==> src/rtl/breakout_pkg.sv <==
// Breakout round constants: state encoding, playfield geometry, overlap helper.
// LIVES_EN selects the three-life mode; otherwise the first miss loses.
package breakout_pkg;

    typedef enum logic [1:0] {
        SERVE = 2'd0,
        PLAY  = 2'd1,
        LOST  = 2'd2,
        WON   = 2'd3
    } state_t;

    localparam int H_RES       = 640;
    localparam int V_RES       = 480;
    localparam int BALL_SIZE   = 8;
    localparam int BOARD_W     = 64;
    localparam int BOARD_H     = 8;
    localparam int N_BRICKS    = 6;
    localparam int BRICK_X0    = 8;
    localparam int BRICK_PITCH = 40;
    localparam int BRICK_Y     = 60;
    localparam int BRICK_W     = 32;
    localparam int BRICK_H     = 16;
    localparam int STEP        = 2;
    localparam int CW          = 11;

    localparam int X_MAX  = H_RES - BALL_SIZE;
    localparam int Y_MISS = V_RES - BALL_SIZE;

    localparam logic signed [CW-1:0] DSTEP = CW'(STEP);

`ifdef LIVES_EN
    localparam logic [1:0] LIVES_INIT = 2'd3;
`else
    localparam logic [1:0] LIVES_INIT = 2'd0;
`endif

    // Edges touching count as contact.
    function automatic logic touches(
        input int ax, input int ay,
        input int rx, input int ry,
        input int w,  input int h
    );
        return (ax <= rx + w) && (ax + BALL_SIZE >= rx) &&
               (ay <= ry + h) && (ay + BALL_SIZE >= ry);
    endfunction

endpackage

==> src/rtl/brick_hit_detect.sv <==
// Combinational ball-vs-brick overlap for the whole row;
// only the lowest-index alive brick touched is reported.
module brick_hit_detect
    import breakout_pkg::*;
(
    input  logic signed [CW-1:0] nx,
    input  logic signed [CW-1:0] ny,
    input  logic [N_BRICKS-1:0]  alive,
    output logic                 any_hit,
    output logic [N_BRICKS-1:0]  clear
);

    logic [N_BRICKS-1:0] ov;

    for (genvar i = 0; i < N_BRICKS; i++) begin : g_brick
        assign ov[i] = alive[i] &
                       touches(int'(nx), int'(ny),
                               BRICK_X0 + i * BRICK_PITCH, BRICK_Y,
                               BRICK_W, BRICK_H);
    end

    // Isolate the lowest set bit.
    assign clear   = ov & (~ov + 1'b1);
    assign any_hit = |ov;

endmodule

==> src/rtl/ball_controller.sv <==
// One breakout round: serve, motion, collisions, brick clearing, win/lose.
// Define LIVES_EN for three lives per round; otherwise any miss is LOST.
module ball_controller
    import breakout_pkg::*;
(
    input  logic                clk,
    input  logic                rst,
    input  logic                tick,
    input  logic                pause,
    input  logic                launch,
    input  logic [9:0]          board_x,
    input  logic [9:0]          board_y,
    output logic [9:0]          ball_x,
    output logic [9:0]          ball_y,
    output logic [N_BRICKS-1:0] brick_alive,
    output logic                hit,
    output logic [1:0]          state,
    output logic [1:0]          lives
);

    state_t               st, st_n;
    logic signed [CW-1:0] dx, dy, dx_n, dy_n, nx, ny;
    logic [9:0]           x_n, y_n, serve_x, serve_y;
    logic [N_BRICKS-1:0]  alive_n, clear, alive_left;
    logic [1:0]           lives_n;
    logic                 hit_n, launch_q, launch_rise;
    logic                 any_hit, bounce, miss;

    assign launch_rise = launch & ~launch_q;
    assign serve_x     = board_x + 10'(BOARD_W / 2 - BALL_SIZE / 2);
    assign serve_y     = board_y - 10'(BALL_SIZE);
    assign nx          = $signed({1'b0, ball_x}) + dx;
    assign ny          = $signed({1'b0, ball_y}) + dy;
    assign alive_left  = brick_alive & ~clear;

    // A brick strike in the same tick suppresses the paddle.
    assign bounce = !any_hit && !dy[CW-1] &&
                    touches(int'(nx), int'(ny),
                            int'(board_x), int'(board_y),
                            BOARD_W, BOARD_H);
    assign miss   = !any_hit && !bounce && (int'(ny) >= Y_MISS);

    brick_hit_detect u_detect (
        .nx      (nx),
        .ny      (ny),
        .alive   (brick_alive),
        .any_hit (any_hit),
        .clear   (clear)
    );

    always_comb begin
        st_n    = st;
        x_n     = ball_x;
        y_n     = ball_y;
        dx_n    = dx;
        dy_n    = dy;
        alive_n = brick_alive;
        lives_n = lives;
        hit_n   = 1'b0;
        if (!pause) begin
            unique case (st)
                SERVE: begin
                    x_n = serve_x;
                    y_n = serve_y;
                    if (launch_rise) begin
                        st_n = PLAY;
                        dx_n = DSTEP;
                        dy_n = -DSTEP;
                    end
                end
                PLAY: if (tick) begin
                    if (any_hit) begin
                        alive_n = alive_left;
                        dy_n    = -dy;
                        hit_n   = 1'b1;
                        if (alive_left == '0)
                            st_n = WON;
                    end else if (bounce) begin
                        dy_n = -DSTEP;
                    end
                    if (miss) begin
`ifdef LIVES_EN
                        if (lives > 2'd1) begin
                            lives_n = lives - 2'd1;
                            st_n    = SERVE;
                        end else begin
                            lives_n = 2'd0;
                            st_n    = LOST;
                        end
`else
                        st_n = LOST;
`endif
                    end else begin
                        if (nx[CW-1] || nx == '0) begin
                            x_n  = '0;
                            dx_n = DSTEP;
                        end else if (int'(nx) >= X_MAX) begin
                            x_n  = 10'(X_MAX);
                            dx_n = -DSTEP;
                        end else begin
                            x_n = nx[9:0];
                        end
                        if (bounce) begin
                            y_n = serve_y;
                        end else if (ny[CW-1] || ny == '0) begin
                            y_n  = '0;
                            dy_n = DSTEP;
                        end else begin
                            y_n = ny[9:0];
                        end
                    end
                end
                default: if (launch_rise) begin
                    st_n    = SERVE;
                    alive_n = '1;
                    lives_n = LIVES_INIT;
                end
            endcase
        end
    end

    always_ff @(posedge clk or posedge rst) begin
        if (rst) begin
            st          <= SERVE;
            ball_x      <= 10'(BOARD_W / 2 - BALL_SIZE / 2);
            ball_y      <= 10'(-BALL_SIZE);
            dx          <= DSTEP;
            dy          <= -DSTEP;
            brick_alive <= '1;
            hit         <= 1'b0;
            lives       <= LIVES_INIT;
            launch_q    <= 1'b0;
        end else begin
            st          <= st_n;
            ball_x      <= x_n;
            ball_y      <= y_n;
            dx          <= dx_n;
            dy          <= dy_n;
            brick_alive <= alive_n;
            hit         <= hit_n;
            lives       <= lives_n;
            launch_q    <= launch;
        end
    end

    assign state = st;

endmodule
==> config.mk <==
export PLATFORM = sky130hd
export DESIGN_NAME = ball_controller
export DESIGN_NICKNAME = d
export VERILOG_FILES = /design/src/rtl/breakout_pkg.sv /design/src/rtl/brick_hit_detect.sv /design/src/rtl/ball_controller.sv
export SDC_FILE = /design/constraint.sdc
export NUM_CORES = 1
export LEC_CHECK = 0
export ABC_AREA = 0
export BUFFER_PORTS_ARGS = -buffer_cell sky130_fd_sc_hd__buf_2
export CORE_ASPECT_RATIO = 1.1
export CORE_MARGIN = 2
export CORE_UTILIZATION = 52
export DETAILED_ROUTE_END_ITERATION = 8
export PLACE_DENSITY = 0.72
export SKIP_CTS_REPAIR_TIMING = 1
export SYNTH_ARGS = -nofsm -noshare
export SYNTH_HDL_FRONTEND = slang
export SYNTH_HIERARCHICAL = 1
export SYNTH_SLANG_ARGS = --single-unit
export TNS_END_PERCENT = 20
==> constraint.sdc <==
create_clock -name clk -period 13.1 [get_ports clk]
set_input_delay 1.31 -clock clk [delete_from_list [all_inputs] [get_ports clk]]
set_output_delay 1.31 -clock clk [all_outputs]
set_load 0.01 [all_outputs]
Yosys cells after proc, flatten, opt, wreduce, memory -nomap -nowiden

Index checks and enable logic that the tools add are counted.

Bits in registers: 52
Input bits: 25
Output and inout port bits: 31
Word-level logic and storage cells: 141

$add $sub $neg: 10
$lt $le $gt $ge: 20
Eq/ne operators: 8
Mux-type cells: 39
Bitwise operators: 14
Reductions and logical operators: 42

Operators by type and width:

| kind                                                 | count |
|---|---|
| two-way mux 11 bit                                   | 12 |
| >= comparator 32 x 9 -> 1 bit, second input constant | 3 |
| two-way mux 10 bit                                   | 8 |
| >= comparator 32 x 11 -> 1 bit                       | 2 |
| >= comparator 32 x 7 -> 1 bit, second input constant | 2 |
| case mux 11 bit (2 select lines)                     | 2 |
| case mux 10 bit (2 select lines)                     | 2 |
| <= comparator 11 x 8 -> 1 bit, second input constant | 3 |
| <= comparator 11 x 9 -> 1 bit, second input constant | 3 |
| >= comparator 32 x 5 -> 1 bit, second input constant | 1 |
| >= comparator 32 x 8 -> 1 bit, second input constant | 1 |
| logical AND 1 bit                                    | 25 |
| adder 11 x 5 -> 12 bit, second input constant        | 2 |
| <= comparator 11 x 12 -> 1 bit                       | 2 |
| adder 11 bit                                         | 2 |
| zero test 11 bit                                     | 2 |
| two-way mux 6 bit                                    | 3 |
| bitwise AND 6 bit                                    | 2 |
| two-way mux 2 bit                                    | 6 |
| inverter 6 bit                                       | 2 |
| case mux 6 bit (2 select lines)                      | 1 |
| AND reduction 6 bit                                  | 2 |
| adder 10 x 4 -> 11 bit, second input constant        | 1 |
| adder 10 x 7 -> 11 bit, second input constant        | 1 |
| other kinds (22)                                     | 43 |

Longest topological paths before layout

Gate-level depths: netlist (run 1).

Depth in word-level cells: 18
Depth in mapped cells: 23
Depth with buffers taken out: 20

By module

The synthesis (run 1) kept the hierarchy.

By module, submodules not included:

| module           | instances | cells each | area an instance (um^2) | sequential area each (um^2) |
|---|---|---|---|---|
| ball_controller  | 1         | 565        | 4728.3                  | 1083.5 |
| brick_hit_detect | 1         | 123        | 868.3                   | 0.0 |

Worst setup path before layout (run 1)

Ideal clock, no wire load.

Path type: flip-flop to flip-flop
Start: register ball_x[2]
End: register ball_x[0]
Setup time: 0.120 ns
Arrival time: 5.144 ns
Data required time: 12.980 ns
Slack: 7.836 ns
Cell stages (with the launch flop): 20
Buffers on the path: 1
Clock period less this slack: 5.264 ns
Cells stage by stage: dfstp_2 > ha_1 > a211oi_1 > nor2_1 > xor2_1 > ha_1 > nand4_1 > mux2i_1 > a21oi_2 > a311o_2 > a211o_1 > a211o_1 > nor2_1 > nand2_1 > nor4_1 > o221ai_2 > a31o_1 > buf_6 > o21a_1 > a31o_2

Longest elaborated chain between the ends: 16
Elaborated cells between the ends (all ways): 60
Those cells by class: 2 x add/sub; 15 x order compare; 1 x eq/ne; 5 x mux; 6 x bitwise; 31 x reduce/logical

RTL lines:

| what                                                        | line                                         | source |
|---|---|---|
| from (decl)                                                 | ball_controller.sv:13                        | `output logic [9:0] ball_x,` |
| from (signal assigned)                                      | ball_controller.sv:125                       | `ball_x <= 10'(BOARD_W / 2 - BALL_SIZE / 2);` |
| from (signal assigned)                                      | ball_controller.sv:135                       | `ball_x <= x_n;` |
| adder 11 bit *                                              | ball_controller.sv:32                        | `assign nx = $signed({1'b0, ball_x}) + dx;` |
| via nx[4]                                                   | ball_controller.sv:22                        | `logic signed [CW-1:0] dx, dy, dx_n, dy_n, nx, ny;` |
| adder 11 x 5 -> 12 bit                                      | breakout_pkg.sv:43                           | `return (ax <= rx + w) && (ax + BALL_SIZE >= rx) &&` |
| >= comparator 32 x 5 -> 1 bit, or another cell as far along | breakout_pkg.sv:43                           |  |
| logical AND 1 bit (2 in a row)                              | breakout_pkg.sv:43                           |  |
| logical AND 1 bit                                           | breakout_pkg.sv:44                           | `(ay <= ry + h) && (ay + BALL_SIZE >= ry);` |
| bitwise AND 1 bit                                           | brick_hit_detect.sv:16                       | `assign ov[i] = alive[i] &` |
| OR reduction 6 bit *                                        | brick_hit_detect.sv:24                       | `assign any_hit = \|ov;` |
| via any_hit                                                 | ball_controller.sv:27                        | `logic any_hit, bounce, miss;` |
| zero test 1 bit *                                           | ball_controller.sv:37, ball_controller.sv:41 |  |
| logical AND 1 bit (2 in a row)                              | ball_controller.sv:37                        | `assign bounce = !any_hit && !dy[CW-1] &&` |
| zero test 1 bit                                             | ball_controller.sv:41                        | `assign miss = !any_hit && !bounce && (int'(ny) >= Y_MISS);` |
| logical AND 1 bit * (2 in a row)                            | ball_controller.sv:41                        |  |
| inequality test 2 bit (no source line) *                    | --                                           |  |
| AND reduction 4 bit (no source line) *                      | --                                           |  |

The timed path passes the listed nets; every way through them passes the cells marked *. The select of a mux whose other input is x is not followed.
A chain may end at the register's enable or synchronous reset.

Worst setup path in the final report (run 1)

Start: register dx[9]
End: register ball_x[6]

Longest elaborated chain between the ends: 16
Elaborated cells between the ends (all ways): 60
Those cells by class: 2 x add/sub; 15 x order compare; 1 x eq/ne; 5 x mux; 6 x bitwise; 31 x reduce/logical

RTL lines:

| what                                                        | line                                         | source |
|---|---|---|
| from (decl)                                                 | ball_controller.sv:22                        |  |
| from (signal assigned)                                      | ball_controller.sv:137                       | `dx <= dx_n;` |
| adder 11 bit *                                              | ball_controller.sv:32                        |  |
| via nx[10]                                                  | ball_controller.sv:22                        |  |
| adder 11 x 5 -> 12 bit                                      | breakout_pkg.sv:43                           |  |
| >= comparator 32 x 5 -> 1 bit, or another cell as far along | breakout_pkg.sv:43                           |  |
| logical AND 1 bit (2 in a row)                              | breakout_pkg.sv:43                           |  |
| logical AND 1 bit                                           | breakout_pkg.sv:44                           |  |
| bitwise AND 1 bit                                           | brick_hit_detect.sv:16                       |  |
| OR reduction 6 bit *                                        | brick_hit_detect.sv:24                       |  |
| via any_hit                                                 | ball_controller.sv:27                        |  |
| zero test 1 bit *                                           | ball_controller.sv:37, ball_controller.sv:41 |  |
| logical AND 1 bit (2 in a row)                              | ball_controller.sv:37                        |  |
| zero test 1 bit                                             | ball_controller.sv:41                        |  |
| logical AND 1 bit * (2 in a row)                            | ball_controller.sv:41                        |  |
| inequality test 2 bit (no source line) *                    | --                                           |  |
| AND reduction 4 bit (no source line) *                      | --                                           |  |

Marked as above.

==> results.json, run 1 <==
{
  "postLayoutCellArea_um2": 6170,
  "die_h_um": 113,
  "multi_input_area_um2": 4190,
  "hold_class": "flip-flop to flip-flop",
  "start_util_pct": 53.6,
  "grt_max_degree": 43,
  "wl_um": 15700,
  "status": "finished clean",
  "n_antenna_cell": 0,
  "drv_cap": 0,
  "nFillCells": 963,
  "cts_tree": "built",
  "ys.flop_type": "dfstp_2",
  "slew_viol_final": 0,
  "synthArstFlopShare_pct": 100,
  "synth_most_common_cell": "nand2_1",
  "root_buffer": "clkbuf_16",
  "drt_iter0_markers": 240,
  "dp_hpwl_um": 12300,
  "wl_per_cell_um": 17.8,
  "fin_tns_setup_ns": 0,
  "clk-insertion-delay-late_ns": 0.29,
  "gr-total-overflow": 0,
  "wl_met1_um": 6540,
  "synth_top_area_share_pct": 14.5,
  "crit_path_start_kind": "flip-flop",
  "r2r_cells": 17,
  "synth_common_cells": "nand2_1 (71), ha_1 (65), inv_1 (51), o21ai_0 (41), a21oi_1 (38)",
  "cts_buffers": 5,
  "placementRows": 39,
  "synthAdderAreaFrac_pct": 15.2,
  "dr.pass1.iters": 5,
  "period_minus_slack_ns": 6.46,
  "grt_pass1_wl_um": 26300,
  "gp_congestion": 0.921,
  "setup-violations-final": 0,
  "grt_pass1_vias": 5597,
  "rsz0062_at_grt": "no",
  "dieArea_um2": 11600,
  "slew_headroom_pct": 23.4,
  "vias": 5512,
  "nets": 829,
  "dp_slack_ns": 6.72,
  "crit_path_end_kind": "flip-flop",
  "track_usage_pct": 27.6,
  "synth_top_family_by_area": "compound AO/OA/AOI/OAI gates",
  "clk_path_buf_depth": 2,
  "worstPathRequired_ns": 13.27,
  "yosys.area_share.simple_pct": 22.2,
  "path_max_fanout": 38,
  "antenna_found_initial": 0,
  "wl_met2_um": 7840,
  "critPathKind": "flip-flop to flip-flop",
  "synth_top_area_cell": "ha_1",
  "pin_count": 56,
  "coreArea_um2": 10400,
  "utilization_pct": 59.1,
  "seq_area_um2": 1080,
  "crit_arrival_ns": 6.64,
  "dieWidth_um": 103,
  "ys_top_cells_by_area": "ha_1 (15%), dfstp_2 (12%), dfrtp_1 (7.2%)",
  "tightest_slew_ns": 1.15,
  "place_area_um2": 5970,
  "yosysSeqAreaShare_pct": 19.4,
  "synth_cell_types": 95,
  "htreeDepth": 2,
  "viasPerCell": 6.26,
  "hold_depth": 2,
  "io_buffers": 53,
  "finalCritPeriodShare_pct": 49.3,
  "synth_warnings": 6,
  "hold_violations": 0,
  "synthesis.area_um2": 5600,
  "clkSinkCount": 42,
  "synth_edf_count": 0,
  "max_clock_freq_mhz": 155,
  "synthCells": 688,
  "area_growth_pct": 10.2,
  "synth_seq_cells": 42,
  "synthXorXnorAreaFrac_pct": 7.47,
  "layout_setup_ws_ns": 6.64,
  "skew_ns": 0.00321,
  "drtAntennaViolNets": 0,
  "drive_above_1_share_pct": 18.6,
  "cts.clk_slew.worst_paths_ns": 0.06,
  "synthMuxAreaShare_pct": 2.91,
  "met3_length_um": 732,
  "synth-compound-area-share_pct": 26.8,
  "top_layer": "met4",
  "drc_errors": 0,
  "postSynthAreaPerCell_um2": 8.13
}
-- path summary, 6_finish.rpt --
check                      slack, ns                       start                         end
max in group asynchronous      11.58                         rst       ball_y[4]$_DFFE_PP1P_
max                             6.64           dx[9]$_DFFE_PP0P_       ball_x[6]$_DFFE_PP0P_
max reg2reg                     6.64           dx[9]$_DFFE_PP0P_       ball_x[6]$_DFFE_PP0P_
min                             0.49  brick_alive[1]$_DFFE_PP1P_  brick_alive[1]$_DFFE_PP1P_
min reg2reg                     0.49  brick_alive[1]$_DFFE_PP1P_  brick_alive[1]$_DFFE_PP1P_
min in group asynchronous       1.14                         rst               hit$_DFF_PP0_
-- through the flow --
| stage | cells | hold WS [ns] |
|---|---|---|
| after floorplan | 689 | 0.474 |
| after global placement | 873 | 0.471 |
| after detailed placement | 873 | 0.479 |
| after CTS | 881 | 0.490 |
| after global routing | 881 | 0.511 |
| final | 881 | 0.489 |
-- layout by cell type (no fill, tap or decap), drive strengths merged, types with 6 or more instances in the layout --
master / count
a31oi: 12
nor3: 19
o22a: 7
nand3: 26
or3: 9
and2: 9
o21a: 8
nor4: 10
ha: 65
o31ai: 6
nand2b: 13
o21ai: 45
nor2: 37
dfstp: 26
inv: 50
mux2: 10
o22ai: 6
xor2: 14
a21o: 10
dfrtp: 16
nor2b: 8
nand4: 8
buf: 62
a211oi: 7
a21oi: 39
xnor2: 32
nand2: 74
-- worst max-delay path: stages, from the launching register on --
cell and delay (ns):
dfrtp_1 0.62, ha_1 0.39, a21oi_1 0.38, o31ai_4 0.18, o2111ai_1 0.21, o311a_1 0.31
inv_1 0.28, or2_2 0.37, mux2i_1 0.18, a21oi_2 0.09, or4b_4 0.52, a211oi_1 0.27
a211o_1 0.43, nor2_1 0.11, and3_1 0.21, o221ai_2 0.36, a31o_1 0.99, mux2_2 0.42
-- registers in the layout, indices dropped and copies added, names as in the netlist --
| signal | flops |
|---|---|
| ball_x | 10 |
| ball_y | 10 |
| brick_alive | 6 |
| dx | 1 |
| dy | 11 |
| hit | 1 |
| launch_q | 1 |
| state | 2 |
-- cell families after synthesis --
| kind of cell | count (synthesis) |
|---|---|
| XOR/XNOR | 46 |
| multiplexers | 15 |
| adder cells (fa/ha/maj) | 67 |
| AO/OA/AOI/OAI | 207 |
| flip-flops | 42 |
| AND/OR/NAND/NOR | 238 |
| buffers and inverters | 72 |
| other | 1 |
-- per-layer routing --
metal  GRT usage [%]  up-vias
li1                -     2660
met1            33.7     2616
met2            48.7      190
met3            3.03       46
met4            11.3        0
met5               0        -
-- final cells by class --
cell class                      count  share of cell area (%)
Clock buffer                        5                    2.03
Clock inverter                      3                    1.12
Inverter                           51                    3.10
Multi-Input combinational cell    575                    67.9
Sequential cell                    42                    17.6
Tap cell                          143                    2.90
Timing Repair Buffer               62                    5.40
Power of run 1 is left out: the tool's default activity adds up to more than one toggle a clock period on the data nets, which glitch-free logic cannot reach.
==> run 2: changes to the inputs <==
Settings changed: PLACE_DENSITY 0.72 to 0.74.
Clock period 13.1 ns to 5.3 ns, I/O delays scaled along.
==> run 2 against run 1 <==
- via count is 1.1% higher
- clock skew is 0.0025 ns higher
- hold slack worse by 0.13 ns
- fmax is 27% higher
- design area is 3.8% higher
- first-iteration DRC count is 20% higher
- core utilization is 2.2 points higher
- global-route usage is 1.2 points higher
==> results.json, run 2 (synthesized netlist as in run 1, its figures left out) <==
{
  "nFillCells": 939,
  "clk_path_buf_depth": 2,
  "grt_pass1_vias": 5719,
  "path_cells": "ha_1, nand2_2, o31ai_4, o22ai_1, a41o_1, or2_4, a311oi_4, a21oi_2, a311o_2, a211o_1, a211o_1, nor2_1, nand2_1, nor4_2, o221ai_2, a31o_4, buf_4, nor4_2, o32a_1",
  "critPathKind": "flip-flop to flip-flop",
  "wl_um": 16100,
  "path_max_fanout": 16,
  "viasPerCell": 6.16,
  "drt_iter0_markers": 289,
  "max_flop_register": "dy",
  "grt_pass1_wl_um": 27200,
  "clkSinkCount": 42,
  "setup-violations-final": 0,
  "crit_path_start_kind": "flip-flop",
  "path_buf_inv": 1,
  "finalCritPeriodShare_pct": 96.3,
  "placementRows": 39,
  "hold_violations": 0,
  "rsz0062_at_grt": "yes",
  "cts_buffers": 5,
  "drtAntennaViolNets": 0,
  "grt_max_degree": 43,
  "dieArea_um2": 11600,
  "root_buffer": "clkbuf_16",
  "wl_per_cell_um": 17.8,
  "largest_register_ffs": 11,
  "start_util_pct": 53.6,
  "slew_headroom_pct": 30.8,
  "max_stage_delay_ns": 0.46,
  "crit_slowest_cell": "dfrtp_2",
  "dp_hpwl_um": 12900,
  "hold_depth": 1,
  "holdWs_ns": 0.357,
  "hold_class": "primary input to flip-flop",
  "die_h_um": 113,
  "cts.clk_slew.worst_paths_ns": 0.06,
  "coreArea_um2": 10400,
  "slew_viol_final": 0,
  "status": "finished clean",
  "largestRegisters": "dy (11), ball_x (10), ball_y (10)",
  "crit_path_end_kind": "flip-flop",
  "cp.depth": 19,
  "n_antenna_cell": 0,
  "pin_count": 56,
  "cts_tree": "built",
  "io_buffers": 53,
  "drv_cap": 0,
  "gr-total-overflow": 0,
  "dieWidth_um": 103,
  "area_growth_pct": 14.4,
  "final_common_cell": "nand2_1",
  "drc_errors": 0,
  "critPathTopFamily": "compound AO/OA/AOI/OAI gates",
  "tightest_slew_ns": 1.01,
  "drive_above_1_share_pct": 22.4,
  "crit_arrival_ns": 5.33,
  "max_clock_freq_mhz": 196,
  "r2r_cells": 19,
  "final_cell_mix": "nand2_1 (71), ha_1 (63), buf_2 (53)",
  "dr.pass1.iters": 4,
  "skew_ns": 0.00571,
  "htreeDepth": 2,
  "antenna_found_initial": 0,
  "vias": 5571,
  "track_usage_pct": 28.8,
  "nets": 853,
  "worstPathRequired_ns": 5.52,
  "gp_congestion": 0.956,
  "clk-insertion-delay-late_ns": 0.29,
  "period_minus_slack_ns": 5.11
}
==> run 2: changes by cell type in the layout (fill, tap and decap cells not counted), moves of 2 or more <==
cell	change
a211oi_2	+2
a211oi_1	-2
nor4_1	-2
ha_1	-2
ha_2	+2
nor4_2	+2
buf_4	+24
==> run 2: worst register-to-register path, stage by stage, from the launching register on <==
cell and delay (ns):
dfrtp_2 0.46, ha_1 0.44, nand2_2 0.11, o31ai_4 0.40, o22ai_1 0.12, a41o_1 0.23
or2_4 0.29, a311oi_4 0.35, a21oi_2 0.08, a311o_2 0.38, a211o_1 0.35, a211o_1 0.34
nor2_1 0.13, nand2_1 0.08, nor4_2 0.19, o221ai_2 0.16, a31o_4 0.29, buf_4 0.19
nor4_2 0.28, o32a_1 0.18
==> run 2: cell type report <==
type / count / area [um2] / share of cell area [%]
repair buffers: 86 / 513 / 8.01
multi-input cells: 575 / 4230 / 66.1
clock inverters: 2 / 60.1 / 0.938
inverters: 51 / 191 / 2.99
well taps: 143 / 179 / 2.80
clock buffers: 6 / 139 / 2.17
flip-flops and latches: 42 / 1080 / 16.9
==> run 2: final timing paths <==
| kind | startpoint | end | slack (ns) |
|---|---|---|---|
| min reg2reg | ball_y[4]$_DFFE_PP1P_ | ball_y[4]$_DFFE_PP1P_ | 0.48 |
| max in group asynchronous | rst | dx[9]$_DFFE_PP0P_ | 4.52 |
| max | dx[9]$_DFFE_PP0P_ | dx[9]$_DFFE_PP0P_ | 0.19 |
| max reg2reg | dx[9]$_DFFE_PP0P_ | dx[9]$_DFFE_PP0P_ | 0.19 |
| min in group asynchronous | rst | hit$_DFF_PP0_ | 0.37 |
| min | launch | launch_q$_DFF_PP0_ | 0.36 |
==> run 2: per-stage QoR <==
step,area [um2],cells,setup TNS (ns),setup WS (ns),util [%]
2_1_floorplan,5600,689,0,0.0356,-
3_3_place_gp,6150,897,0,0.273,58.9
3_5_place_dp,6150,897,0,0.130,58.9
4_1_cts,6350,905,0,0.0650,60.8
5_1_grt,6400,905,-0.0267,-0.0267,61.3
6_report,6400,905,0,0.195,61.3
==> run 2: routing by layer <==
layer  part of all wire (%)  GRT usage (%)  up-vias
li1                       -              -     2709
met1                     41           34.1     2627
met2                     51           51.0      186
met3                    4.2           3.15       49
met4                    3.9           13.8        0
met5                      0              0        -
Power of run 2 is left out for the same reason.
